$ cat config.mk
export PLATFORM = sky130hd
export DESIGN_NAME = uart_frame_rx
export DESIGN_NICKNAME = d
export VERILOG_FILES = /design/src/rtl/uart_frame_rx.sv
export SDC_FILE = /design/constraint.sdc
export NUM_CORES = 1
export LEC_CHECK = 0
export CORE_ASPECT_RATIO = 0.75
export CORE_UTILIZATION = 30
export CTS_BUF_LIST = sky130_fd_sc_hd__clkbuf_4 sky130_fd_sc_hd__clkbuf_8
export CTS_CLUSTER_DIAMETER = 60
export CTS_CLUSTER_SIZE = 8
export DETAILED_ROUTE_END_ITERATION = 16
export PLACE_DENSITY_LB_ADDON = 0.25
export SYNTH_ARGS = -nofsm -noshare
export SYNTH_HDL_FRONTEND = slang
export SYNTH_SLANG_ARGS = --single-unit
export TNS_END_PERCENT = 1
$ cat constraint.sdc
create_clock -name clk -period 6.1 [get_ports clk]
set_clock_uncertainty 0.15 [all_clocks]
set_input_delay 1.525 -clock clk [delete_from_list [all_inputs] [get_ports clk]]
set_output_delay 1.525 -clock clk [all_outputs]
set_load 0.01 [all_outputs]
$ cat src/rtl/uart_frame_rx.sv
// uart_frame_rx
//   Framing stage behind uart_rx. Parses SOF, LEN, LEN payload bytes, CSUM
//   from the byte stream. The payload is held in a local buffer until the
//   checksum is verified, then released as a packet stream with a last marker.
//   Malformed frames are dropped and reported with an error pulse and a code.
//
//   Optional feature: define UART_FRAME_TIMEOUT_EN to abort a frame whose
//   next byte does not arrive within TIMEOUT_CYCLES clocks (err_code 3).
//
// Ports
//   clk, rst            clock; asynchronous active-high reset
//   in_data/in_valid    byte stream from uart_rx
//   in_ready            byte accepted on in_valid && in_ready (low while draining)
//   out_data/out_valid  verified payload bytes
//   out_ready           downstream accept
//   out_last            final payload byte of the frame (qualified by out_valid)
//   frame_ok            one-cycle pulse, checksum matched
//   frame_err           one-cycle pulse, frame dropped
//   err_code            1 checksum, 2 length, 3 timeout; held until next error
//
// state     | meaning
// ----------+-----------------------------------------------------------
// S_IDLE    | hunting for SOF, other bytes discarded
// S_LEN     | next byte is the payload length
// S_PAYLOAD | storing payload bytes into buf_mem, accumulating sum
// S_CSUM    | next byte is compared against the accumulated sum
// S_DRAIN   | presenting buffered payload downstream, input stalled
module uart_frame_rx #(
  parameter int                    DATA_WIDTH     = 8,
  parameter int                    MAX_LEN        = 16,
  parameter logic [DATA_WIDTH-1:0] SOF            = 8'h7E,
  parameter int                    TIMEOUT_CYCLES = 8680
) (
  input  logic                  clk,
  input  logic                  rst,
  input  logic [DATA_WIDTH-1:0] in_data,
  input  logic                  in_valid,
  output logic                  in_ready,
  output logic [DATA_WIDTH-1:0] out_data,
  output logic                  out_valid,
  input  logic                  out_ready,
  output logic                  out_last,
  output logic                  frame_ok,
  output logic                  frame_err,
  output logic [1:0]            err_code
);

  localparam int CW = $clog2(MAX_LEN + 1);
  localparam int DEPTH = 1 << CW;
  localparam logic [DATA_WIDTH-1:0] MAX_LEN_B = DATA_WIDTH'(MAX_LEN);

  if (MAX_LEN < 1 || MAX_LEN > (1 << DATA_WIDTH) - 1 || TIMEOUT_CYCLES < 2) begin : g_bad_param
    $error("uart_frame_rx: parameter out of range");
  end

  typedef enum logic [2:0] {
    S_IDLE,
    S_LEN,
    S_PAYLOAD,
    S_CSUM,
    S_DRAIN
  } state_t;

  state_t                 state, state_nxt;
  logic [CW-1:0]          len, idx, rd;
  logic [DATA_WIDTH-1:0]  sum;
  logic [DATA_WIDTH-1:0]  buf_mem [DEPTH];
  logic                   accept, emit, len_ok, timeout_hit;
  logic                   ok_nxt, err_nxt;
  logic [1:0]             code_nxt;

  // Handshake signals decode only registered state: no in_valid -> in_ready path.
  assign in_ready  = (state != S_DRAIN);
  assign out_valid = (state == S_DRAIN);
  assign out_data  = out_valid ? buf_mem[rd] : '0;
  assign out_last  = out_valid && (rd == len - CW'(1));
  assign accept    = in_valid && in_ready;
  assign emit      = out_valid && out_ready;
  assign len_ok    = (in_data != '0) && (in_data <= MAX_LEN_B);

`ifdef UART_FRAME_TIMEOUT_EN
  localparam int TW = $clog2(TIMEOUT_CYCLES + 1);
  logic [TW-1:0] to_cnt;
  logic          waiting;

  assign waiting     = (state == S_LEN) || (state == S_PAYLOAD) || (state == S_CSUM);
  // Fires on the TIMEOUT_CYCLES-th idle clock since the last accepted byte.
  assign timeout_hit = waiting && !accept && (to_cnt == TW'(TIMEOUT_CYCLES - 1));

  always_ff @(posedge clk or posedge rst) begin
    if (rst) begin
      to_cnt <= '0;
    end else if (!waiting || accept || timeout_hit) begin
      to_cnt <= '0;
    end else begin
      to_cnt <= to_cnt + TW'(1);
    end
  end
`else
  assign timeout_hit = 1'b0;
`endif

  always_ff @(posedge clk or posedge rst) begin
    if (rst) begin
      state <= S_IDLE;
    end else begin
      state <= state_nxt;
    end
  end

  always_comb begin
    state_nxt = state;
    ok_nxt    = 1'b0;
    err_nxt   = 1'b0;
    code_nxt  = err_code;
    unique case (state)
      S_IDLE: begin
        if (accept && in_data == SOF) state_nxt = S_LEN;
      end
      S_LEN: begin
        if (accept) begin
          if (len_ok) begin
            state_nxt = S_PAYLOAD;
          end else begin
            state_nxt = S_IDLE;
            err_nxt   = 1'b1;
            code_nxt  = 2'd2;
          end
        end
      end
      S_PAYLOAD: begin
        if (accept && idx == len - CW'(1)) state_nxt = S_CSUM;
      end
      S_CSUM: begin
        if (accept) begin
          if (in_data == sum) begin
            state_nxt = S_DRAIN;
            ok_nxt    = 1'b1;
          end else begin
            state_nxt = S_IDLE;
            err_nxt   = 1'b1;
            code_nxt  = 2'd1;
          end
        end
      end
      S_DRAIN: begin
        if (emit && out_last) state_nxt = S_IDLE;
      end
      default: state_nxt = S_IDLE;
    endcase
    if (timeout_hit) begin
      state_nxt = S_IDLE;
      ok_nxt    = 1'b0;
      err_nxt   = 1'b1;
      code_nxt  = 2'd3;
    end
  end

  always_ff @(posedge clk or posedge rst) begin
    if (rst) begin
      frame_ok  <= 1'b0;
      frame_err <= 1'b0;
      err_code  <= 2'd0;
      len       <= '0;
      idx       <= '0;
      rd        <= '0;
      sum       <= '0;
    end else begin
      frame_ok  <= ok_nxt;
      frame_err <= err_nxt;
      err_code  <= code_nxt;
      if (state == S_LEN && accept && len_ok) begin
        len <= in_data[CW-1:0];
        sum <= in_data;
        idx <= '0;
      end
      if (state == S_PAYLOAD && accept) begin
        sum <= sum + in_data;
        idx <= idx + CW'(1);
      end
      if (emit) begin
        rd <= out_last ? '0 : rd + CW'(1);
      end
    end
  end

  // Payload storage carries no reset; contents are only read after being written.
  always_ff @(posedge clk) begin
    if (state == S_PAYLOAD && accept) begin
      buf_mem[idx] <= in_data;
    end
  end

endmodule

==> reports/metrics.csv, run 1 <==
stage,metric,value,unit
run_status,outcome,completed,
power_and_ir_drop,Comb power frac,7.3,%
clock_tree,CTS resizes,0,
power_and_ir_drop,NetSw,0.903,mW
clock_tree,CTS tree,done,
timing,final worst-path cycle share,86.7,%
drt,Final ANT Viol Nets,0,
layout,fin nets,729,
synth,top cell type's share of synthesized area,64.3,%
drt,First DRT Iteration DRCs,458,
placed_design,IO Port Bufs,26,
global_route,gr ovfl total,0,
floorplan,core area,38800,µm²
drt,final WL,28300,µm
layout,Ant. Diodes,0,
synth,Post-synth EDFFs,256,
timing,Worst-Margin Slew,1.12,ns
layout,"Design Area, Final",13500,µm²
timing,final hold vios,0,
layout,FILL cells,3630,
placed_design,RePlAce Congestion,0.754,
floorplan,Die H,175,µm
power_and_ir_drop,Leakage,4.33,nW
synth,register area share after synthesis,70.6,%
timing,Tmin final,5.29,ns
power_and_ir_drop,Seq pwr share,56.6,%
placed_design,DP HPWL,18100,µm
global_route,initial antenna violation count,0,
synth,Cells after Synth,650,
clock_tree,Num CTS Buffers,42,
synth,Syn Area/Cell,18.4,µm²
drt,Wirelength per Cell,23.0,µm
drt,DR vias/cell,5.10,
floorplan,I/O Pins,27,
global_route,largest net degree at the start of global routing,50,
worst_setup_path,Crit. End Element,output port,
synth,Syn Std Cell Area,11900,µm²
timing,final count of pins violating max slew,0,
drt,via count,6267,
floorplan,Die X,232,µm
timing,final setup vio count,0,
timing,total negative setup slack,0,ns
power_and_ir_drop,pwr dens,292,nW/µm²
layout,layout cell share with drive strength beyond 1,19.5,%
synth,Synth top cells by count,"256 x edfxtp_1, 46 x nor2_1, 45 x mux4_2",
placed_design,dpl cell area,12700,µm²
synth,Synth area leader,edfxtp_1,
synth,prevailing post-synth register cell,edfxtp_1,
global_route,first-pass GRT wire length,42900,µm
clock_tree,CTS Hold Bufs,0,
power_and_ir_drop,Clk pwr share,36.1,%
power_and_ir_drop,Switching Fraction,23.0,%
worst_setup_path,Crit Path Class,reg2out,
synth,Synth Register Bits,286,
clock_tree,H-tree depth,2,
synth,Yosys cell types,60,
clock_tree,clock latency on the worst-skew pair,0.56,ns
power_and_ir_drop,Total Power,3.92,mW
floorplan,row count,62,
worst_setup_path,Worst setup SP type,flop,
floorplan,Die Area,40600,µm²
job,max-cap violations,0,
placed_design,Setup WS pre-CTS,1.31,ns
clock_tree,Worst-path clk slew,0.06,ns
drt,DRC,0,
global_route,gr usage total,14.4,%
synth,syn_nets,676,
global_route,vias in the first global route,6700,
timing,fmax,189,MHz
timing,worst hold margin,0.356,ns
timing,Worst slew margin,25.4,%
clock_tree,post-CTS setup buffers,0,
power_and_ir_drop,peak supply drop,0.000121,V
synth,most common cell in the netlist,edfxtp_1,
synth,"FFs w/ async S/R, synth",10.5,%
layout,Layout area overhead,12.6,%
synth,ranking of synthesized cells by area,"edfxtp_1 64%, mux4_2 8.5%, dfrtp_1 6.3%",
timing,Final Worst Setup Slack,0.813,ns
clock_tree,Clock Path Buffers,3,
worst_setup_path,worst-path fanout max,49,
min_path,Worst Hold Class,reg2reg,
floorplan,Starting Density,30.8,%
synth,Ys Warns,0,
power_and_ir_drop,P_int,3.02,mW
worst_setup_path,"Req. time, crit path",4.43,ns
worst_setup_path,worst endpoint data arrival time,3.61,ns
drt,Pre-antenna DRT Iters,5,
clock_tree,clock sink count,286,
timing,RSZ-0062 raised after global routing,no,
clock_tree,root buf cell,clkbuf_8,
==> cell type report <==
type | count | area [µm²] | share of cell area [%]
sequential | 286 | 8440 | 62.7
tap | 512 | 641 | 4.76
multi-input combinational | 318 | 3220 | 24.0
clock buffer | 56 | 696 | 5.17
clock inverter | 3 | 20.0 | 0.149
timing repair buffer | 43 | 388 | 2.88
inverter | 12 | 45.0 | 0.335
==> cells in the final DEF (no fill, tap or decap), types with 6 or more instances in the layout <==
cell type and instances:
nor2_1 46, dfrtp_1 28, a21oi_1 6, and2_1 6
ha_1 13, o21ai_0 19, mux4_1 19, inv_1 12
buf_4 17, clkbuf_4 12, o22ai_1 8, a221oi_1 7
edfxtp_1 256, nand3_1 8, clkdlybuf4s50_1 26, a221oi_2 10
xor2_1 8, mux4_2 45, a22o_1 16, clkbuf_8 44
nand2_1 30, xnor2_1 7, nor3_1 10
==> metal layers <==
layer  vias up  share of wire (%)  GRT usage [%]
li1       2747                  -              -
met1      3278                 46           20.5
met2       187                 46           22.0
met3        55                5.7           3.48
met4         0                2.1           3.92
met5         -                  0              0
==> metrics by stage <==
step / util [%] / instances
final: 34.7 / 1230
after global routing: 34.7 / 1230
after detailed placement: 32.8 / 1171
after global placement: 32.8 / 1171
after floorplan: - / 650
after CTS: 34.7 / 1230
==> worst max-delay path, cell delays in order (launching register included) <==
cell and delay (ns):
dfrtp_4 1.06, buf_4 0.42, mux4_1 0.62, a221oi_2 0.32, o22ai_1 0.14, clkdlybuf4s50_1 0.50
==> power by group through the flow <==
| stage | sequential [mW] | clock (mW) | combinational, mW |
|---|---|---|---|
| finish | 2.22 | 1.42 | 0.286 |
| global route | 2.23 | 1.54 | 0.323 |
| CTS | 2.22 | 1.46 | 0.287 |
| global placement | 2.26 | 0 | 0.272 |
| detailed placement | 2.26 | 0 | 0.286 |
| floorplan | 2.25 | 0 | 0.190 |
==> kinds of logic after synthesis <==
kind of cell | Yosys count | synth area share [%]
AOI/OAI and AO/OA | 86 | 5.78
xor gates and xnor gates | 15 | 1.10
adders and majority gates | 15 | 1.61
buffers and inverters | 46 | 2.40
DFF | 286 | 70.6
muxes | 67 | 12.9
and+or+nand+nor | 135 | 5.56
==> state kept, by name (all words and copies together) (netlist names) <==
signal and count:
buf_mem 256, sum 8, idx 5, len 5, rd 5, state 3, err_code 2, frame_err 1
frame_ok 1
==> worst paths after layout <==
path                       slack (ns)  startpoint     endpoint  cells after the start
setup / recovery                 0.81       rd[0]  out_data[5]                      5
hold / removal                   0.36      sum[0]       sum[0]                      2
setup reg to reg                 2.98    state[1]       idx[4]                      6
hold reg to reg                  0.36      sum[0]       sum[0]                      2
max in group asynchronous        4.22         rst        rd[0]                      3
min in group asynchronous        1.21         rst    frame_err                      3
(Power assumes the default switching activity.)
==> run 2, diff against run 1 <==
--- a/config.mk
+++ b/config.mk
@@ -12,6 +12,7 @@
 export CTS_CLUSTER_SIZE = 8
 export DETAILED_ROUTE_END_ITERATION = 16
 export PLACE_DENSITY_LB_ADDON = 0.25
+export RECOVER_POWER = 100
 export SYNTH_ARGS = -nofsm -noshare
 export SYNTH_HDL_FRONTEND = slang
 export SYNTH_SLANG_ARGS = --single-unit
==> constraint.sdc (replaced) <==
create_clock -name clk -period 5.7 [get_ports clk]
set_clock_uncertainty 0.15 [all_clocks]
set_input_delay 1.425 -clock clk [delete_from_list [all_inputs] [get_ports clk]]
set_output_delay 1.425 -clock clk [all_outputs]
set_load 0.01 [all_outputs]
==> reports/metrics.csv, run 2 (same netlist as run 1, synthesis figures left out) <==
stage,metric,value,unit
worst_setup_path,Crit Path Class,reg2out,
layout,fin nets,730,
clock_tree,clock sink count,286,
run_status,violated checks,"max-capacitance violations, max-slew violations",
layout,FILL cells,3643,
global_route,largest net degree at the start of global routing,40,
clock_tree,Worst-path clk slew,0.06,ns
layout,Layout area overhead,12.7,%
timing,final hold vios,0,
clock_tree,CTS Hold Bufs,0,
drt,Pre-antenna DRT Iters,5,
worst_setup_path,"Largest stage delay, worst path",0.78,ns
worst_setup_path,Crit. End Element,output port,
layout,"Core Util, Final",34.7,%
drt,final WL,28100,µm
global_route,first-pass GRT wire length,43300,µm
clock_tree,CTS tree,done,
placed_design,dpl cell area,12800,µm²
power_and_ir_drop,Comb power frac,7.0,%
global_route,gr ovfl total,0,
floorplan,Die H,175,µm
worst_setup_path,worst-path cell chain,buf_4 -> mux4_2 -> a22o_1 -> a221oi_1 -> o22ai_1 -> dlygate4sd3_1,
drt,Final ANT Viol Nets,0,
clock_tree,CTS resizes,0,
layout,max reg flops,256,
worst_setup_path,"Req. time, crit path",4.12,ns
floorplan,Starting Density,30.8,%
worst_setup_path,worst endpoint data arrival time,3.64,ns
placed_design,IO Port Bufs,26,
layout,"Design Area, Final",13500,µm²
layout,most frequent cells in the layout,"256 x edfxtp_1, 48 x nor2_1, 45 x mux4_2",
floorplan,row count,62,
layout,layout cell share with drive strength beyond 1,17.9,%
layout,"most common cell after layout, fill and taps aside",edfxtp_1,
clock_tree,post-CTS setup buffers,0,
clock_tree,clock latency on the worst-skew pair,0.56,ns
layout,largest registers,"buf_mem x256, sum x8",
timing,worst hold margin,0.334,ns
global_route,vias in the first global route,6771,
run_status,outcome,"finished, violations left",
worst_setup_path,buffers plus inverters on the worst setup path,2,
power_and_ir_drop,Leakage,4.35,nW
floorplan,I/O Pins,27,
worst_setup_path,Worst setup SP type,flop,
min_path,Worst Hold Class,reg2reg,
timing,final worst-path cycle share,91.4,%
power_and_ir_drop,peak supply drop,0.000132,V
power_and_ir_drop,NetSw,0.976,mW
global_route,initial antenna violation count,0,
clock_tree,H-tree depth,2,
placed_design,DP HPWL,17700,µm
power_and_ir_drop,pwr dens,316,nW/µm²
clock_tree,Num CTS Buffers,43,
power_and_ir_drop,Clk pwr share,37.2,%
power_and_ir_drop,Total Power,4.26,mW
drt,via count,6270,
worst_setup_path,worst-path fanout max,21,
layout,largest reg by FF count,buf_mem,
placed_design,RePlAce Congestion,0.733,
timing,total negative setup slack,0,ns
floorplan,core area,38800,µm²
power_and_ir_drop,Seq pwr share,55.8,%
timing,Worst slew margin,-33.2,%
floorplan,Die Area,40600,µm²
layout,Ant. Diodes,0,
power_and_ir_drop,P_int,3.28,mW
drt,Wirelength per Cell,22.8,µm
timing,Tmin final,5.21,ns
worst_setup_path,Top Family by Delay on Critical Path,buffers and inverters,
job,max-cap violations,6,
timing,final setup vio count,0,
global_route,gr usage total,14.4,%
worst_setup_path,crit path max-delay cell type,dfrtp_2,
floorplan,Die X,232,µm
timing,fmax,192,MHz
power_and_ir_drop,Switching Fraction,22.9,%
drt,DR vias/cell,5.09,
drt,First DRT Iteration DRCs,484,
timing,RSZ-0062 raised after global routing,no,
timing,Worst-Margin Slew,2.00,ns
clock_tree,root buf cell,clkbuf_8,
clock_tree,Clock Path Buffers,3,
drt,DRC,0,
timing,final count of pins violating max slew,204,
==> run 2: changes by cell type in the layout (fill, tap and decap cells not counted), sizes merged <==
| cell | delta |
|---|---|
| inv | +1 |
| clkbuf | +10 |
| bufinv | +1 |
| buf | -10 |
| dlygate4sd3 | +19 |
| clkinvlp | -1 |
| clkinv | +1 |
| clkdlybuf4s50 | -19 |
==> run 2: tightest hold or removal path, delay by kind of cell, from the launching register on <==
family,cells,cell delay (ns)
flip-flops,1,0.35
AND/OR/NAND/NOR,2,0.10
==> run 2: path summary, 6_finish.rpt <==
path / startpoint / to / slack [ns] / cells past startpoint
max in group asynchronous: rst / rd[0] / 2.50 / 3
max reg2reg: state[1] / buf_mem[14][4] / 2.72 / 4
min reg2reg: sum[0] / sum[0] / 0.33 / 2
min in group asynchronous: rst / state[1] / 1.76 / 3
min: sum[0] / sum[0] / 0.33 / 2
max: rd[0] / out_data[1] / 0.49 / 6
==> run 2: final cells by class <==
class | instances | area (µm²) | area share, %
inverters | 12 | 45.0 | 0.334
repair buffers | 43 | 375 | 2.79
well taps | 512 | 641 | 4.76
clock buffers | 56 | 696 | 5.16
multi-input cells | 318 | 3210 | 23.8
clock inverters | 5 | 63.8 | 0.474
flip-flops and latches | 286 | 8440 | 62.7
==> run 2: power groups by stage <==
stage	Combinational [mW]	Sequential [mW]	Clock, mW
detailed placement	0.307	2.42	0
finish	0.299	2.38	1.58
global placement	0.291	2.41	0
floorplan	0.203	2.40	0
CTS	0.309	2.38	1.63
global route	0.342	2.38	1.71
==> run 2: through the flow <==
step / instances / setup slack (ns)
6_report: 1232 / 0.488
5_1_grt: 1232 / 0.274
4_1_cts: 1232 / 0.605
3_5_place_dp: 1171 / 1.20
3_3_place_gp: 1171 / 1.15
2_1_floorplan: 650 / 2.42
==> run 2: per-layer routing <==
layer  track usage, %  wire length (µm)  vias to the layer above
li1                 -                 -                     2746
met1             20.6             13200                     3299
met2             22.3             13100                      180
met3             2.55              1260                       45
met4             4.41               505                        0
met5                0                 0                        -
